File: config.mk
export PLATFORM = sky130hd
export DESIGN_NAME = mem_port_arbiter
export DESIGN_NICKNAME = d
export VERILOG_FILES = /design/src/rtl/mem_port_arbiter.sv
export SDC_FILE = /design/constraint.sdc
export NUM_CORES = 1
export LEC_CHECK = 0
export BUFFER_PORTS_ARGS = -buffer_cell sky130_fd_sc_hd__buf_2
export CORE_AREA = 5 5 167 169
export DETAILED_ROUTE_END_ITERATION = 10
export DIE_AREA = 0 0 172 174
export PLACE_DENSITY = 0.43
export RECOVER_POWER = 100
export SYNTH_ARGS = -nofsm -noshare
export SYNTH_HDL_FRONTEND = slang
export SYNTH_SLANG_ARGS = --single-unit
File: constraint.sdc
create_clock -name clk_i -period 1.6 [get_ports clk_i]
set_input_delay 0.32 -clock clk_i [delete_from_list [all_inputs] [get_ports clk_i]]
set_output_delay 0.32 -clock clk_i [all_outputs]
set_load 0.01 [all_outputs]
File: src/rtl/mem_port_arbiter.sv
// Two-requester arbiter for the dual-SRAM 64-bit memory: independent round-robin write/read ports,
// write-wins address hazard, and read-return routing. Define ARB_FIXED_PRIO_EN for fixed r0 priority.
module mem_port_arbiter #(
    parameter int ADDR_W   = 9,
    parameter int DATA_W   = 64,
    parameter int READ_LAT = 1
) (
    input  logic              clk_i,
    input  logic              rst_i,

    input  logic              r0_req_i,
    input  logic              r0_we_i,
    input  logic [ADDR_W-1:0] r0_addr_i,
    input  logic [DATA_W-1:0] r0_wdata_i,
    output logic              r0_gnt_o,
    output logic              r0_rvalid_o,
    output logic [DATA_W-1:0] r0_rdata_o,

    input  logic              r1_req_i,
    input  logic              r1_we_i,
    input  logic [ADDR_W-1:0] r1_addr_i,
    input  logic [DATA_W-1:0] r1_wdata_i,
    output logic              r1_gnt_o,
    output logic              r1_rvalid_o,
    output logic [DATA_W-1:0] r1_rdata_o,

    output logic              mem_write_o,
    output logic [ADDR_W-1:0] mem_w_addr_o,
    output logic [DATA_W-1:0] mem_w_data_o,
    output logic              mem_read_o,
    output logic [ADDR_W-1:0] mem_r_addr_o,
    input  logic [DATA_W-1:0] mem_r_data_i
);

    logic wr_req0, wr_req1, rd_req0, rd_req1;
    logic wr_gnt0, wr_gnt1, rd_sel0, rd_sel1, rd_gnt0, rd_gnt1;
    logic hazard;
    logic [ADDR_W-1:0] wr_addr_sel, rd_addr_sel;

    // Requests are masked while reset is held so no grant or strobe can leak out.
    assign wr_req0 = r0_req_i &  r0_we_i & ~rst_i;
    assign wr_req1 = r1_req_i &  r1_we_i & ~rst_i;
    assign rd_req0 = r0_req_i & ~r0_we_i & ~rst_i;
    assign rd_req1 = r1_req_i & ~r1_we_i & ~rst_i;

`ifdef ARB_FIXED_PRIO_EN
    assign wr_gnt0 = wr_req0;
    assign wr_gnt1 = wr_req1 & ~wr_req0;
    assign rd_sel0 = rd_req0;
    assign rd_sel1 = rd_req1 & ~rd_req0;
`else
    logic wr_ptr_reg, wr_ptr_next;
    logic rd_ptr_reg, rd_ptr_next;

    assign wr_gnt0 = wr_req0 & (~wr_req1 | ~wr_ptr_reg);
    assign wr_gnt1 = wr_req1 & (~wr_req0 |  wr_ptr_reg);
    assign rd_sel0 = rd_req0 & (~rd_req1 | ~rd_ptr_reg);
    assign rd_sel1 = rd_req1 & (~rd_req0 |  rd_ptr_reg);

    // Pointer hands priority to whoever lost; a hazard-denied read leaves rd_ptr alone.
    always_comb begin
        wr_ptr_next = wr_ptr_reg;
        rd_ptr_next = rd_ptr_reg;
        if (wr_gnt0)
            wr_ptr_next = 1'b1;
        else if (wr_gnt1)
            wr_ptr_next = 1'b0;
        if (rd_gnt0)
            rd_ptr_next = 1'b1;
        else if (rd_gnt1)
            rd_ptr_next = 1'b0;
    end

    always_ff @(posedge clk_i or posedge rst_i) begin
        if (rst_i) begin
            wr_ptr_reg <= 1'b0;
            rd_ptr_reg <= 1'b0;
        end else begin
            wr_ptr_reg <= wr_ptr_next;
            rd_ptr_reg <= rd_ptr_next;
        end
    end
`endif

    assign wr_addr_sel = wr_gnt1 ? r1_addr_i : r0_addr_i;
    assign rd_addr_sel = rd_sel1 ? r1_addr_i : r0_addr_i;

    // Same-address read/write in one cycle: the write wins and the read retries next cycle.
    assign hazard  = (wr_gnt0 | wr_gnt1) & (rd_sel0 | rd_sel1) & (wr_addr_sel == rd_addr_sel);
    assign rd_gnt0 = rd_sel0 & ~hazard;
    assign rd_gnt1 = rd_sel1 & ~hazard;

    assign r0_gnt_o = wr_gnt0 | rd_gnt0;
    assign r1_gnt_o = wr_gnt1 | rd_gnt1;

    assign mem_write_o  = wr_gnt0 | wr_gnt1;
    assign mem_w_addr_o = wr_gnt0 ? r0_addr_i  : (wr_gnt1 ? r1_addr_i  : '0);
    assign mem_w_data_o = wr_gnt0 ? r0_wdata_i : (wr_gnt1 ? r1_wdata_i : '0);
    assign mem_read_o   = rd_gnt0 | rd_gnt1;
    assign mem_r_addr_o = rd_gnt0 ? r0_addr_i  : (rd_gnt1 ? r1_addr_i  : '0);

    // Read-return tracker: one {valid, id} entry per cycle of SRAM latency.
    logic [READ_LAT-1:0] pipe_valid_reg;
    logic [READ_LAT-1:0] pipe_id_reg;

    always_ff @(posedge clk_i or posedge rst_i) begin
        if (rst_i) begin
            pipe_valid_reg <= '0;
            pipe_id_reg    <= '0;
        end else begin
            pipe_valid_reg[0] <= mem_read_o;
            pipe_id_reg[0]    <= rd_gnt1;
            for (int i = 1; i < READ_LAT; i++) begin
                pipe_valid_reg[i] <= pipe_valid_reg[i-1];
                pipe_id_reg[i]    <= pipe_id_reg[i-1];
            end
        end
    end

    assign r0_rvalid_o = pipe_valid_reg[READ_LAT-1] & ~pipe_id_reg[READ_LAT-1];
    assign r1_rvalid_o = pipe_valid_reg[READ_LAT-1] &  pipe_id_reg[READ_LAT-1];
    assign r0_rdata_o  = mem_r_data_i;
    assign r1_rdata_o  = mem_r_data_i;

endmodule
# [Yosys cells after proc, flatten, opt, wreduce, memory -nomap -nowiden]
# Cells that the tools add are included.
[totals] ff_bits=4 out_inout_bits=216 wordCells=57
[op_classes] n_eq_ne=1 mux=12 n_bitwise=38 reduce_logical=2
[op_table] cell="2-to-1 mux 64 bit" n=2
[op_table] cell="2-to-1 mux 9 bit" n=6
[op_table] cell="bitwise AND 1 bit" n=18
[op_table] cell="inverter 1 bit" n=11
[op_table] cell="equality test 9 bit" n=1
[op_table] cell="OR 1 bit" n=9
[op_table] cell="2-to-1 mux 1 bit" n=4
[op_table] cell="nonzero test 2 bit" n=2

# [Depth between registers and ports, before layout]
# Gate-level depths: netlist (run 1).
[logic_depth] word_depth=13 mapped_depth=7 ltp_nobuf=4

# [Least setup slack after synthesis (run 1)]
# No wires, ideal clock.
[synth_timing] path_type="in2out" start="input port rst_i" end="output port mem_w_data_o[44]" t_arrival_ns=1.362 required_ns=1.280 slack_ns=-0.082 cell_stages=5 path_cell_list="and3b_1 > buf_4 > clkbuf_1 > nand2_1 > o21ai_0"
[synth_via] elab_chain_cells=7 word_cells_on_any_way=11
[synth_lines] element="start: declaration" line="9" text="input logic rst_i,"
[synth_lines] element="inverter 1 bit *" line="41, 42"
[synth_lines] element="bitwise AND 1 bit" line="41" text="assign wr_req0 = r0_req_i & r0_we_i & ~rst_i;"
[synth_lines] element="inverter 1 bit" line="56" text="assign wr_gnt1 = wr_req1 & (~wr_req0 | wr_ptr_reg);"
[synth_lines] element="OR 1 bit" line="56"
[synth_lines] element="bitwise AND 1 bit" line="56"
[synth_lines] element="2-to-1 mux 64 bit" line="98" text="assign mem_w_data_o = wr_gnt0 ? r0_wdata_i : (wr_gnt1 ? r1_wdata_i : '0);"
[synth_lines] element="2-to-1 mux 64 bit *" line="98"
[synth_lines] element="end: declaration" line="29" text="output logic [DATA_W-1:0] mem_w_data_o,"
# Mark *: on every way between the ends. The rest lies on a longest branch, timed or not.

# [Final worst setup path (run 1)]
[layout_timing] start="input port rst_i" end="output port mem_w_data_o[62]"
# Same word-level chain as after synthesis.

==> results of run 1 <==
final cells by class:
class	instances	area, sq um
fillers	3062	21900
repair buffers	312	2260
multi-input cells	266	1680
well taps	341	427
flip-flops and latches	4	101
clock buffers	3	75.1
inverters	2	7.51
diodes	1	2.50
report_power, final:
part | internal (mW) | total [mW] | switching (mW)
Combinational | 0.531 | 0.986 | 0.455
Sequential | 0.115 | 0.130 | 0.0148
Clock | 0.319 | 0.387 | 0.0676
per-stage QoR:
stage	hold WS, ns	worst slack, ns	power, mW	std cells
after floorplan	0.0944	-0.0336	0.734	424
after global placement	0.470	-0.346	0.859	900
after detailed placement	0.461	-0.355	0.862	900
after CTS	0.151	-0.287	1.42	919
after global routing	0.212	-0.349	1.61	929
final	0.179	-0.289	1.50	929
per-layer routing:
metal / wire length (um) / up-vias / global-route usage [%] / part of all wire [%]
li1: - / 1577 / - / -
met1: 5190 / 1430 / 9.03 / 36
met2: 6570 / 205 / 13.0 / 46
met3: 1630 / 78 / 2.98 / 11
met4: 889 / 2 / 4.62 / 6.2
met5: 37 / - / 1.00 / 0.26
worst register-to-register path: cells and delay by family (launching register included):
kind	cells	cell delay (ns)
flip-flops	1	0.43
AO/OA/AOI/OAI	2	0.50
buffers and inverters	3	0.36
cells in the mapped netlist:
cell	number	area (sq um)
a211o_1	1	8.76
a211oi_2	1	12.5
a21oi_1	10	50.1
a21oi_2	1	8.76
a22o_1	9	78.8
a311o_2	1	11.3
a311oi_2	1	15.0
and2_1	1	6.26
and3b_1	1	8.76
buf_2	10	50.1
buf_4	132	991
buf_6	1	11.3
clkbuf_1	9	33.8
dfrtp_1	4	100
inv_1	2	7.51
mux2i_1	1	10.0
nand2_1	148	556
nand2b_1	2	12.5
nand3_1	1	5.00
nand3b_1	1	7.51
nand4_1	3	18.8
nor2_1	2	7.51
nor2b_1	1	6.26
nor4_4	1	21.3
o211ai_1	1	7.51
o21a_1	1	7.51
o21ai_0	62	310
o21ai_1	3	15.0
o21bai_1	2	15.0
or4_1	1	7.51
xnor2_1	9	78.8
xor2_1	1	8.76
what timing repair did:
item                       4_1_cts  5_1_grt
pin swaps                       41       28
setup buffers                    9        4
gates cloned                     8        6
setup endpoints to repair       85       87
resized for setup              110       80
cells by family (layout without fill, tap and decap cells):
logic type / Yosys count / in the layout
XOR/XNOR: 10 / 10
multiplexers: 1 / 1
flip-flops: 4 / 4
AO/OA/AOI/OAI: 93 / 93
AND/OR/NAND/NOR: 162 / 162
other: 0 / 1
buffers and inverters: 154 / 317
final timing paths:
check                      startpoint          endpoint  slack (ns)
setup reg to reg           rd_ptr_reg    pipe_valid_reg        0.25
hold / removal                  rst_i        wr_ptr_reg        0.18
setup / recovery                rst_i  mem_w_data_o[62]       -0.29
max in group asynchronous       rst_i        rd_ptr_reg        1.22
min in group clk_i           r0_req_i        wr_ptr_reg        0.60
hold reg to reg            rd_ptr_reg        rd_ptr_reg        0.61
==> flow_summary.toml, run 1 <==
[global_routing]
grt_pass1_wl_um = 18800
grt_pass1_vias = 3317
grt_overflow = 0
grt_antenna_before_repair = 2
grt_max_degree = 31
grt_usage_pct = 8.08

[sta]
worstMarginPinSlew_ns = 0.320
relSlewSlack_pct = 78.7
fmax_mhz = 529
fin_crit_ns = 1.89
fin_ws_ns = -0.289
rsz0062_at_grt = "yes"
finClkSkew_ns = 0.00219
final.period_utilization_pct = 118
finalSetupViolCount = 85
tns_ns = -18.46
slew_violations = 0
hold_violations = 0

[power]
p_leak_nw = 2.25
p_per_area_nw_per_um2 = 330
ir_drop_v = 0.000408

[clock_tree]
clk_latency_ns = 0.22
clkSlewWorstSetupHoldPaths_ns = 0.03
cts_tree = "yes"
cts_buffer_depth = 2
cts_sinks = 4
clockRootBuffer = "clkbuf_16"
cts_buffers = 3
cts_htree_levels = 1
cts_hold_buf = 0

[detailed_routing]
drt_wl_total_um = 14300
dr_total_vias = 3292
dr.pass1.iters = 4
route.detailed.drc = 0
drt_iter0_drc = 76
avgRoutedWirePerCell_um = 15.4
final_antenna_net_count = 0
drt-vias-per-instance = 3.54

[yosys]
synthMuxAreaShare_pct = 0.402
syn_area_per_cell_sq_um = 5.87
synth_top_family_by_area = "buffers and inverters"
syn_nets = 640
synth_compound_area_share_pct = 21.7
synthXorXnorAreaFrac_pct = 3.52
synthSimpleGateAreaFrac_pct = 26.4
ys_seq_area_share_pct = 4.02
yosys_warnings = 0
synthDistinctLibCells = 32
netlist_instances = 424
synthAdderAreaFrac_pct = 0
synth_area_sq_um = 2490
synth-seq-cells = 4

[final_layout]
design_area_sq_um = 4550
drive_above_1_share_pct = 68.5
num-nets-final = 805
area_delta_synth_final_pct = 82.9
final_common_cell = "buf_2"
layout_common_cells = "buf_2 (222), nand2_1 (119), o21ai_2 (35)"
fin_util_pct = 17.2

[flow_run]
drv_cap = 0

[place]
place_congestion = 0.731
placed_area_sq_um = 3470
place.port_buffers = 239
place_hpwl_um = 10200

[status]
status = "finished, violations left"
failed_checks = "setup timing"

[floorplanning]
start_util_pct = 9.42
rows = 60
die_w_um = 172
boundaryPins = 432
die_area_sq_um = 29900
die_h_um = 174
core_area_sq_um = 26400

[worst_setup_path]
crit_path_cell_trace = "buf_8 > and3b_2 > a21oi_4 > buf_12 > buf_12 > buf_16 > buf_6 > o21ai_2 > buf_2"
crit_family = "buffers and inverters"
crit_fanout = 8
crit_cells = 9
critical_path_required_ns = 1.28
worstSetupPathType = "primary input to output port"
arrival_ns = 1.57
crit_path_frequent_cell = "buf_12"
critPathCaptureType = "output port"
start_kind = "primary input"
crit_slowest_cell = "and3b_2"
cp_num_buf_inv = 6
max_stage_delay_ns = 0.28
r2r_cells = 5

[worst_hold_path]
holdCritPathClass = "primary input to asynchronous set/reset pin"
No activity file was read; power rests on OpenSTA's default activity.
==> run 2, diff against run 1 <==
--- a/config.mk
+++ b/config.mk
@@ -11,6 +11,7 @@
 export DIE_AREA = 0 0 172 174
 export PLACE_DENSITY = 0.43
 export RECOVER_POWER = 100
+export REMOVE_ABC_BUFFERS = 1
 export SYNTH_ARGS = -nofsm -noshare
 export SYNTH_HDL_FRONTEND = slang
 export SYNTH_SLANG_ARGS = --single-unit
==> flow_summary.toml, run 2 (synthesized netlist as in run 1, its figures left out) <==
[final_layout]
fin_util_pct = 16.4
drive_above_1_share_pct = 63.4
area_delta_synth_final_pct = 74.3
num-nets-final = 806
final_common_cell = "buf_2"
layout_common_cells = "buf_2 (228), nand2_1 (123), o21ai_1 (52)"

[global_routing]
grt_usage_pct = 14.1
grt_pass1_wl_um = 28700
grt.busiest_layer = "met2"
grt_max_degree = 32
met2_usage_pct = 20.6
grt_pass1_vias = 3228
grt_antenna_before_repair = 1
grt_use_met3_pct = 15.0
grt_overflow = 0
met1_usage_pct = 14.1

[sta]
relSlewSlack_pct = 76.1
fin_crit_ns = 1.89
final.period_utilization_pct = 118
finClkSkew_ns = 0.000697
worstMarginPinSlew_ns = 0.356
fmax_mhz = 530
hold_violations = 0
slew_violations = 0
fin_ws_ns = -0.285
rsz0062_at_grt = "yes"
finalSetupViolCount = 85
hold_slack_ns = 0.138

[floorplanning]
core_area_sq_um = 26400
die_w_um = 172
start_util_pct = 9.42
die_h_um = 174
boundaryPins = 432
rows = 60
die_area_sq_um = 29900

[flow_run]
drv_cap = 0

[clock_tree]
clockRootBuffer = "clkbuf_16"
cts_buffer_depth = 2
cts_buffers = 3
clkSlewWorstSetupHoldPaths_ns = 0.03
clk_latency_ns = 0.22
cts_htree_levels = 1
cts_sinks = 4
cts_tree = "yes"

[power]
finalPower_mw = 1.46
p_per_area_nw_per_um2 = 335
ir_drop_v = 0.000185
p_leak_nw = 2.12

[worst_setup_path]
arrival_ns = 1.57
start_kind = "primary input"
crit_fanout = 12
worstSetupPathType = "primary input to output port"
critPathCaptureType = "output port"
critical_path_required_ns = 1.28

[place]
place_hpwl_um = 20100
place_congestion = 0.797
place.port_buffers = 239

[status]
status = "finished, violations left"
failed_checks = "setup timing"

[detailed_routing]
drt_wl_total_um = 24400
drt-vias-per-instance = 3.80
route.detailed.drc = 0
final_antenna_net_count = 0
dr.pass1.iters = 5
drt_iter0_drc = 160
avgRoutedWirePerCell_um = 26.3
dr_total_vias = 3536

[worst_hold_path]
holdCritPathClass = "primary input to asynchronous set/reset pin"
==> run 2: cell count changes in the layout (fill, tap and decap cells not counted), moves of 6 or more <==
cell	delta
o21ai_2	-28
o21ai_1	+26
buf_6	-9
nand2_4	-8
buf_2	+6
buf_4	+6
==> run 2: critical path, cell delays in order <==
cell and delay [ns]:
buf_8 0.10, and3b_2 0.29, a21oi_4 0.08, buf_12 0.13, buf_12 0.14, buf_4 0.13
a22o_1 0.22, buf_2 0.15
==> run 2: layout make-up <==
class	count	area [sq um]
multi-input combinational	266	1520
inverter	2	7.51
antenna	1	2.50
sequential	4	103
clock buffer	3	75.1
timing repair buffer	313	2210
tap	341	427
fill	3050	22100
==> run 2: power breakdown <==
group / leakage, nW / switching [mW] / internal, mW
registers: 0.0479 / 0.0150 / 0.116
logic: 2.03 / 0.427 / 0.510
clock network: 0.0370 / 0.0689 / 0.319
total: 2.12 / 0.511 / 0.945
==> run 2: final timing paths <==
check,startpoint,endpoint,slack (ns),cells after the start
max in group asynchronous,rst_i,wr_ptr_reg,1.24,3
min in group clk_i,r1_we_i,rd_ptr_reg,0.60,5
min reg2reg,wr_ptr_reg,wr_ptr_reg,0.62,2
max,rst_i,mem_w_addr_o[2],-0.29,8
min,rst_i,rd_ptr_reg,0.14,3
max reg2reg,rd_ptr_reg,rd_ptr_reg,0.35,5
==> run 2: stage by stage <==
stage / worst slack (ns) / setup TNS [ns] / cell area (sq um) / std cells
global route: -0.344 / -24.79 / 4340 / 930
floorplan: -3.02 / -222.26 / 1400 / 272
CTS: -0.295 / -21.03 / 4010 / 918
global placement: -0.383 / -23.96 / 3490 / 900
finish: -0.285 / -19.54 / 4340 / 930
detailed placement: -0.382 / -24.33 / 3490 / 900
==> run 2: routing by layer <==
metal / part of all wire [%] / wire (um) / vias to the layer above
met1: 35 / 8550 / 1571
met2: 41 / 10100 / 354
met3: 22 / 5340 / 14
met4: 0.43 / 106 / 8
met5: 1.3 / 327 / -
li1: - / - / 1589
==> run 2: what timing repair did <==
action,4_1_cts,5_1_grt
buffers inserted,10,6
pin swaps,12,20
endpoints found under the setup margin,85,85
resized for setup,78,80
endpoints found under the hold margin,0,0
gates cloned,6,7
hold buffers,0,0
